===== config.mk =====
export PLATFORM = sky130hd
export DESIGN_NAME = sdr_cmd_rx
export DESIGN_NICKNAME = d
export VERILOG_FILES = /design/src/rtl/sdr_cmd_pkg.sv /design/src/rtl/sdr_cmd_stage.sv /design/src/rtl/sdr_cmd_rx.sv
export SDC_FILE = /design/constraint.sdc
export NUM_CORES = 1
export LEC_CHECK = 0
export CAP_MARGIN = 20
export CORE_MARGIN = 2
export CORE_UTILIZATION = 53
export CTS_BUF_LIST = sky130_fd_sc_hd__clkbuf_4 sky130_fd_sc_hd__clkbuf_8 sky130_fd_sc_hd__clkbuf_16
export DETAILED_ROUTE_END_ITERATION = 8
export GPL_ROUTABILITY_DRIVEN = 0
export GPL_TIMING_DRIVEN = 1
export PLACE_DENSITY = 0.86
export SLEW_MARGIN = 0
export SYNTH_ARGS = -nofsm -noshare
export SYNTH_HDL_FRONTEND = slang
export SYNTH_SLANG_ARGS = --single-unit

===== constraint.sdc =====
create_clock -name rx_clock -period 3.8 [get_ports rx_clock]
set_clock_uncertainty 0.1 [all_clocks]
set_input_delay 1.14 -clock rx_clock [delete_from_list [all_inputs] [get_ports rx_clock]]
set_output_delay 1.14 -clock rx_clock [all_outputs]
set_load 0.1 [all_outputs]

===== src/rtl/sdr_cmd_pkg.sv =====
// rtl/sdr_cmd_pkg.sv - shared constants and FSM encoding for the host command receiver
// Contents: command codes, header length, receiver state encoding.
package sdr_cmd_pkg;

  localparam logic [7:0] CMD_DISCOVERY = 8'd2;
  localparam logic [7:0] CMD_SET_IP    = 8'd3;
  localparam logic [7:0] CMD_ERASE     = 8'd4;
  localparam logic [7:0] CMD_PROGRAM   = 8'd5;
  localparam logic [7:0] CMD_PLL_PHASE = 8'd6;
  localparam logic [7:0] CMD_SKEW      = 8'd7;

  // Sequence number (4 bytes) plus command byte.
  localparam int CMD_HDR_LEN = 5;

  typedef logic [2:0] state_t;
  localparam state_t ST_IDLE   = 3'd0;
  localparam state_t ST_HDR    = 3'd1;
  localparam state_t ST_PAY    = 3'd2;
  localparam state_t ST_SKIP   = 3'd3;
  localparam state_t ST_COMMIT = 3'd4;

endpackage


===== src/rtl/sdr_cmd_stage.sv =====
// rtl/sdr_cmd_stage.sv - payload staging buffer with write index and truncation flag
// Ports: clk_i, reset_i (sync, active-high), start_i (clear for a new packet),
//        wr_en_i/wr_data_i (payload byte), data_o (byte 0 in [7:0]), len_o, trunc_o.
module sdr_cmd_stage #(
  parameter  int MAX_PAYLOAD = 16,
  localparam int LW          = $clog2(MAX_PAYLOAD + 1)
) (
  input  logic                     clk_i,
  input  logic                     reset_i,
  input  logic                     start_i,
  input  logic                     wr_en_i,
  input  logic [7:0]               wr_data_i,
  output logic [8*MAX_PAYLOAD-1:0] data_o,
  output logic [LW-1:0]            len_o,
  output logic                     trunc_o
);

  logic [8*MAX_PAYLOAD-1:0] data_q;
  logic [LW-1:0]            len_q;
  logic                     trunc_q;
  logic                     full;

  assign full = (len_q == LW'(MAX_PAYLOAD));

  // Clearing on start keeps unused payload bytes at zero for the consumer.
  always_ff @(posedge clk_i) begin
    if (reset_i || start_i) begin
      data_q  <= '0;
      len_q   <= '0;
      trunc_q <= 1'b0;
    end else if (wr_en_i) begin
      if (full) begin
        trunc_q <= 1'b1;
      end else begin
        data_q[8*len_q +: 8] <= wr_data_i;
        len_q                <= len_q + LW'(1);
      end
    end
  end

  assign data_o  = data_q;
  assign len_o   = len_q;
  assign trunc_o = trunc_q;

endmodule


===== src/rtl/sdr_cmd_rx.sv =====
// rtl/sdr_cmd_rx.sv - UDP host command receiver with admission, back-pressure and sequence checking
// Ports: rx_clock, reset (sync, active-high); udp_rx_data/udp_rx_active/to_port/broadcast from
//        the UDP receiver; cmd_valid/cmd_ready handshake with cmd_code/cmd_seq/cmd_len/
//        cmd_payload/cmd_truncated; seq_error pulse; drop_count.
// Build option: SDR_CMD_SEQ_CHECK_EN enables sequence-gap detection (seq_error tied low otherwise).
module sdr_cmd_rx
  import sdr_cmd_pkg::*;
#(
  parameter  int          CMD_PORT    = 1024,
  parameter  int          MAX_PAYLOAD = 16,
  parameter  logic [15:0] UCAST_MASK  = 16'h00FC,
  parameter  logic [15:0] BCAST_MASK  = 16'h000C,
  localparam int          LW          = $clog2(MAX_PAYLOAD + 1)
) (
  input  logic                     rx_clock,
  input  logic                     reset,
  input  logic [7:0]               udp_rx_data,
  input  logic                     udp_rx_active,
  input  logic [15:0]              to_port,
  input  logic                     broadcast,
  output logic                     cmd_valid,
  input  logic                     cmd_ready,
  output logic [7:0]               cmd_code,
  output logic [31:0]              cmd_seq,
  output logic [LW-1:0]            cmd_len,
  output logic [8*MAX_PAYLOAD-1:0] cmd_payload,
  output logic                     cmd_truncated,
  output logic                     seq_error,
  output logic [15:0]              drop_count
);

  state_t state_q, state_d;
  logic [2:0]  idx_q;
  logic [31:0] seq_q;
  logic [7:0]  code_q;
  logic        bcast_q;

  logic                     valid_q;
  logic [7:0]               out_code_q;
  logic [31:0]              out_seq_q;
  logic [LW-1:0]            out_len_q;
  logic [8*MAX_PAYLOAD-1:0] out_payload_q;
  logic                     out_trunc_q;
  logic [15:0]              drop_q;

  logic                     start, port_hit, wr_en;
  logic                     mask_bit, admit, blocked, load, drop;
  logic [8*MAX_PAYLOAD-1:0] stg_data;
  logic [LW-1:0]            stg_len;
  logic                     stg_trunc;

  // COMMIT behaves like IDLE for byte 0 so a single idle cycle between packets suffices.
  assign start    = udp_rx_active && (state_q == ST_IDLE || state_q == ST_COMMIT);
  assign port_hit = (to_port == 16'(CMD_PORT));
  assign wr_en    = udp_rx_active && (state_q == ST_PAY);

  sdr_cmd_stage #(.MAX_PAYLOAD(MAX_PAYLOAD)) u_stage (
    .clk_i     (rx_clock),
    .reset_i   (reset),
    .start_i   (start),
    .wr_en_i   (wr_en),
    .wr_data_i (udp_rx_data),
    .data_o    (stg_data),
    .len_o     (stg_len),
    .trunc_o   (stg_trunc)
  );

  always_comb begin
    state_d = state_q;
    case (state_q)
      ST_IDLE, ST_COMMIT: begin
        if (udp_rx_active) state_d = port_hit ? ST_HDR : ST_SKIP;
        else               state_d = ST_IDLE;
      end
      ST_HDR: begin
        if (!udp_rx_active)                     state_d = ST_COMMIT;
        else if (idx_q == 3'(CMD_HDR_LEN - 1))  state_d = ST_PAY;
      end
      ST_PAY:  if (!udp_rx_active) state_d = ST_COMMIT;
      ST_SKIP: if (!udp_rx_active) state_d = ST_IDLE;
      default: state_d = ST_IDLE;
    endcase
  end

  // A runt falls out of HDR before idx reaches the full header length.
  assign mask_bit = bcast_q ? BCAST_MASK[code_q[3:0]] : UCAST_MASK[code_q[3:0]];
  assign admit    = (state_q == ST_COMMIT) && (idx_q == 3'(CMD_HDR_LEN)) &&
                    (code_q < 8'd16) && mask_bit;
  assign blocked  = valid_q && !cmd_ready;
  assign load     = admit && !blocked;
  assign drop     = admit && blocked;

  always_ff @(posedge rx_clock) begin
    if (reset) begin
      // Entering SKIP when reset lands mid-packet abandons the rest of that packet.
      state_q <= udp_rx_active ? ST_SKIP : ST_IDLE;
      idx_q   <= '0;
      seq_q   <= '0;
      code_q  <= '0;
      bcast_q <= 1'b0;
    end else begin
      state_q <= state_d;
      if (start) begin
        idx_q   <= 3'd1;
        seq_q   <= {24'd0, udp_rx_data};
        bcast_q <= broadcast;
      end else if (state_q == ST_HDR && udp_rx_active) begin
        if (idx_q == 3'(CMD_HDR_LEN - 1)) code_q <= udp_rx_data;
        else                              seq_q  <= {seq_q[23:0], udp_rx_data};
        idx_q <= idx_q + 3'd1;
      end
    end
  end

  always_ff @(posedge rx_clock) begin
    if (reset) begin
      valid_q       <= 1'b0;
      out_code_q    <= '0;
      out_seq_q     <= '0;
      out_len_q     <= '0;
      out_payload_q <= '0;
      out_trunc_q   <= 1'b0;
      drop_q        <= '0;
    end else begin
      if (load) begin
        valid_q       <= 1'b1;
        out_code_q    <= code_q;
        out_seq_q     <= seq_q;
        out_len_q     <= stg_len;
        out_payload_q <= stg_data;
        out_trunc_q   <= stg_trunc;
      end else if (cmd_ready) begin
        valid_q <= 1'b0;
      end
      if (drop && drop_q != 16'hFFFF) drop_q <= drop_q + 16'd1;
    end
  end

`ifdef SDR_CMD_SEQ_CHECK_EN
  logic [31:0] expected_q;
  logic        first_q;
  logic        seq_err_q;

  // Dropped commands still advance the expected sequence number.
  always_ff @(posedge rx_clock) begin
    if (reset) begin
      expected_q <= '0;
      first_q    <= 1'b1;
      seq_err_q  <= 1'b0;
    end else begin
      seq_err_q <= 1'b0;
      if (admit) begin
        seq_err_q  <= !first_q && (seq_q != expected_q);
        expected_q <= seq_q + 32'd1;
        first_q    <= 1'b0;
      end
    end
  end

  assign seq_error = seq_err_q;
`else
  assign seq_error = 1'b0;
`endif

  assign cmd_valid     = valid_q;
  assign cmd_code      = out_code_q;
  assign cmd_seq       = out_seq_q;
  assign cmd_len       = out_len_q;
  assign cmd_payload   = out_payload_q;
  assign cmd_truncated = out_trunc_q;
  assign drop_count    = drop_q;

endmodule


* Word-level counts from Yosys, hierarchy flattened
Memories as Yosys holds them, arrays and structs flattened. A register that Yosys moved wholly into a read port is not among the register bits.
Cells that the tools add are included.
W data, S select, Z words.
** Cells by class
- Multiplexer cells :: 24
- $lt $le $gt $ge :: 2
- Bitwise operators :: 3
- Add/subtract/negate cells :: 4
- Shift operators :: 2
- Reductions and logical operators :: 25
- Equality and inequality tests :: 13
** Operator list (count)
- $bwmux W128 :: 1
- $shift A8 B34 Y128 const A :: 1
- $shiftx A8 B34 Y128 :: 1
- $neg A8 Y34 :: 1
- $mux W8 :: 3
- $add A16 B1 Y16 const B :: 1
- $eq A16 B11 Y1 const B :: 1
- $mux W4 :: 4
- $ne A16 B16 Y1 const B :: 1
- $mux W3 :: 5
- $pmux W3 S4 :: 1
- $logic_and A1 B1 Y1 :: 10
- $eq A3 B3 Y1 const B :: 3
- $lt A8 B5 Y1 const B :: 1
- $reduce_and A2 Y1 :: 4
- $mux W1 :: 7
- $eq A3 B2 Y1 const B :: 2
- $mux W2 :: 3
- $ne A3 B3 Y1 const B :: 2
- $reduce_and A3 Y1 :: 2
- $add A5 B1 Y5 const B :: 1
- $eq A5 B5 Y1 const B :: 1
- $lt A4 B5 Y1 const B :: 1
- $ne A4 B4 Y1 const B :: 1
- 9 further kinds :: 15
** Storage, ports and cells
- Memories kept :: 2
- Memory bits (read-only) :: 32
- Word-level logic and storage cells :: 92
- Bits in registers :: 372
- Bits of input ports :: 29
- Output and inout port bits :: 192
** Memory list
- (name not given) :: words 16, bits a word 1, read ports 1, clocked after Yosys merged registers in 1, write ports 0, RTL line sdr_cmd_rx.sv:86 : assign mask_bit = bcast_q ? BCAST_MASK[code_q[3:0]] : UCAST_MASK[code_q[3:0]];
- (name not given) :: words 16, bits a word 1, read ports 1, clocked after Yosys merged registers in 1, write ports 0, RTL line sdr_cmd_rx.sv:86

* Longest topological paths before layout
- Word-level depth :: 7
- Depth in mapped cells :: 13
- Gate-level depth less buffers :: 9

* Modules after synthesis
A second synthesis with hierarchy kept.
** Second synthesis, totals
- Cell total of the unflattened synthesis :: 1681
- Area total of the unflattened synthesis :: 14757.9 um^2
** Modules (own cells, without submodules)
- sdr_cmd_rx :: area an instance 9312.7 um^2, cells an instance 1119, sequential area each 4834.6 um^2, instances 1
- sdr_cmd_stage :: area an instance 5445.2 um^2, cells an instance 562, sequential area each 2682.6 um^2, instances 1

* Worst setup path before layout
Ideal clock, no wire load.
- Kind :: reg2reg
- Start point :: register u_stage.len_q[0] (netlist: u_stage.len_o[0])
- End point :: register u_stage.data_q[22] (netlist: u_stage.data_o[22])
- Setup slack :: 0.787 ns
- Path buffers :: 3
- Library setup time :: 0.126 ns
- Cell stages (with the launch flop) :: 13
- Arrival :: 2.787 ns
- Period minus slack after synthesis :: 3.013 ns
- Data required time :: 3.574 ns
- Cell sequence :: dfxtp_1 buf_6 clkbuf_1 inv_1 ha_1 and3_1 ha_1 or2_2 a2111oi_4 nand3_1 clkbuf_1 nand3_1 o21ai_0
** On the way
- Cells in the longest elaborated chain, start to end :: 3
- Elaborated cells on any way between the ends :: 7
- Those cells by class :: add/sub (1); eq/ne (1); shift (2); mux (1); bitwise (1); reduce/logical (1)
** RTL lines
- start: declaration :: RTL line sdr_cmd_stage.sv:19 : logic [LW-1:0] len_q;
- start signal: assignment :: RTL line sdr_cmd_stage.sv:36 : len_q <= len_q + LW'(1);
- $neg A8 Y34 or $eq A5 B5 Y1 (tied branches) :: RTL line sdr_cmd_stage.sv:35, sdr_cmd_stage.sv:23
- $shiftx A8 B34 Y128 (tied with other cells) :: RTL line sdr_cmd_stage.sv:35 : data_q[8*len_q +: 8] <= wr_data_i;
- $bwmux W128 or $reduce_and A2 Y1 (tied branches)
- end signal: indexed assignment :: RTL line sdr_cmd_stage.sv:35
- end: declaration :: RTL line sdr_cmd_stage.sv:18 : logic [8*MAX_PAYLOAD-1:0] data_q;
Several ways; a longest one is shown, not always the timed one.
A chain may end at the register's enable or synchronous reset.

* Worst setup path after layout
- Start point :: input udp_rx_active
- End point :: register u_stage.data_q[94] (netlist: u_stage.data_o[94])
** On the way
- Cells in the longest elaborated chain, start to end :: 2
- Elaborated cells on any way between the ends :: 4
- Those cells by class :: reduce/logical (4)
** RTL lines
- start: declaration :: RTL line sdr_cmd_rx.sv:18 : input logic udp_rx_active,
- $logic_and A1 B1 Y1 (on tied branches) :: RTL line sdr_cmd_rx.sv:55, sdr_cmd_rx.sv:53
- $reduce_and A2 Y1 (no line) or $logic_or A1 B1 Y1 (tied branches)
Several ways; a longest one is shown, not always the timed one.

==> flow_summary.ini <==
[route]
via_count = 12150
drc = 0
drt-initial-drc-count = 1177
wl_met3_um = 3179
wl_per_cell_um = 16.85
drt-met1-wl_um = 15210
via_per_inst = 5.548
ant_nets = 0
routed.top_layer = met4
dr_wl_met2_um = 16980
drtPass1Iterations = 6
wl_um = 36900

[job]
maxCapViolCount = 0

[worst_setup_path]
cp-end-kind = flip-flop
cp.arrival_ns = 3.52
cpPeakStageDelay_ns = 0.68
r2r_cells = 9
crit_path_start_kind = input port
cp_max_fo = 9
path_class = input port to flip-flop
crit_required_ns = 4.10
cpMaxStageDelayCell = clkdlybuf4s50_1
crit_path_cell_trace = clkdlybuf4s50_1 -> nand4bb_4 -> nor4_2 -> nand2_1 -> mux2i_1 -> nor2_1

[min_path]
holdCritPathClass = flip-flop to flip-flop
min_path_cells = 2

[synth]
ys_types = 48
ys_ff_latch = 374
synth.area.top_cells = dfxtp_1, nand2_1, a21oi_1, nand3_1, mux2i_1
syn_inst = 1654
syn_avg_cell_area_um2 = 8.329
synth_fp_nets = 1691
synth_top_area_share_pct = 53.91
yosysSeqAreaShare_pct = 54.56
synth-edff-count = 3
synthFlopType = dfxtp_1
async_flop_share_pct = 0
netlist_area_um2 = 13780
synth_warnings = 0
synth_top_area_cell = dfxtp_1

[cells_and_area]
layout_common_cells = nand2_1, dfxtp_1, a21oi_1
drive_gt1_share_pct = 16.93
fin_util_pct = 66.42
mostFrequentLayoutCell = nand2_1
fin_nets = 1863
n_fill_cell = 1989
multi_input_area_um2 = 5725
diodes = 0
instances_no_fill = 2190
area_delta_synth_final_pct = 24.20
stdcell_area_um2 = 17110
seqCellArea_um2 = 7517

[clock_network]
cts_hold_buf = 0
cts.path.max_buffers = 3
cts_sinks = 374
clockRootBuffer = clkbuf_16
post_cts_resized = 0
cts_tree = yes
postCtsSetupRepairBufs = 0
cts_max_level = 2
clk_pin_slew_ns = 0.06
numCtsBuffers = 38
clk-insertion-delay-late_ns = 0.51

[timing]
whs_ns = 0.3439
finalSetupTns_ns = 0
setup_viol = 0
finalWorstSetupSlack_ns = 0.5751
slew_headroom_pct = 42.47
worst_slew_pin_slew_ns = 0.8629
slew_viol_final = 0
hold_viol_final = 0
post-route-min-period_ns = 3.225
period_share_pct = 84.87
max_freq_mhz = 310.1
rsz0062_at_grt = no

[floorplan]
die_y_um = 165.2
rows = 59
ios = 221
core_area_um2 = 25760
die_w_um = 165.2
dieArea_um2 = 27300
start_util_pct = 53.47

[power]
power_leakage_nw = 6.487
peakVddDrop_v = 0.0003355
power.density_nw_per_um2 = 478.9
finalPower_mw = 8.194

[placement]
dp_hpwl_um = 23940
placed_area_um2 = 15780
io_buffers = 219
placedCellCount = 2121
dp_slack_ns = 0.1856

[global_routing]
antenna_found_initial = 0
grt_pass1_vias = 11250
grt.overflow.total = 0
grt_pass1_wl_um = 57060
track_usage_pct = 26.15
grt_max_degree = 88

[status]
status = finished clean
[registers in the layout, summed over array words and instances, names as in the netlist, named ones only]
signal           count
u_stage.data_o     128
idx_q                3
cmd_truncated        1
state_q              3
seq_q               32
cmd_valid            1
u_stage.trunc_o      1
u_stage.len_o        5
cmd_len              5
cmd_payload        128
cmd_seq             32
drop_count          16
bcast_q              1
cmd_code             8
code_q               8
[cell type report]
type	instances	area share, %
Sequential cell	374	43.93
Multi-Input combinational cell	1147	33.46
Timing Repair Buffer	254	12.15
Clock buffer	59	6.983
Tap cell	335	2.450
Clock inverter	10	0.7897
Inverter	11	0.2413
[synthesized netlist by cell type, types with 7 or more instances]
master    count
nor4_1        7
buf_2        35
nand2_1     475
and2_1       12
mux2i_1      50
nand4_1      15
clkbuf_1     77
a21oi_1     229
dfxtp_1     371
ha_1          8
nor2_1       77
xnor2_1      16
nand3_1     102
o21ai_0      75
nor2b_1      16
inv_1        11
nor3_1       12
[critical path, delay by kind of cell]
family | cells | cell delay [ns]
AND/OR/NAND/NOR | 4 | 1.36
buffers and inverters | 1 | 0.68
multiplexers | 1 | 0.32
[report_power, final]
part / switching, mW / internal, mW / total (mW)
clock network: 1.50 / 2.37 / 3.87
registers: 0.0281 / 3.95 / 3.98
logic: 0.238 / 0.106 / 0.344
total: 1.76 / 6.43 / 8.19
[worst paths after layout]
check | from | to | slack, ns
worst max register to register | u_stage.len_o[1] | u_stage.data_o[94] | 0.65
worst min-delay path | u_stage.data_o[83] | cmd_payload[83] | 0.34
worst min register to register | u_stage.data_o[83] | cmd_payload[83] | 0.34
worst max-delay path | udp_rx_active | u_stage.data_o[94] | 0.58
[layer usage]
metal,vias up,track usage (%)
met3,112,5.819
met1,5706,33.74
met5,-,0
met4,0,11.58
met2,501,42.12
li1,5831,-
[cell families after synthesis]
group | after synthesis | share of synthesized area, %
compound gates | 318 | 12.02
fa+ha+maj | 8 | 0.7266
xor+xnor | 17 | 1.081
simple gates | 748 | 23.46
buf+inv | 133 | 4.078
flops | 374 | 54.56
mux | 55 | 4.041
other cells | 1 | 0.02722
(Power assumes the default switching activity.)
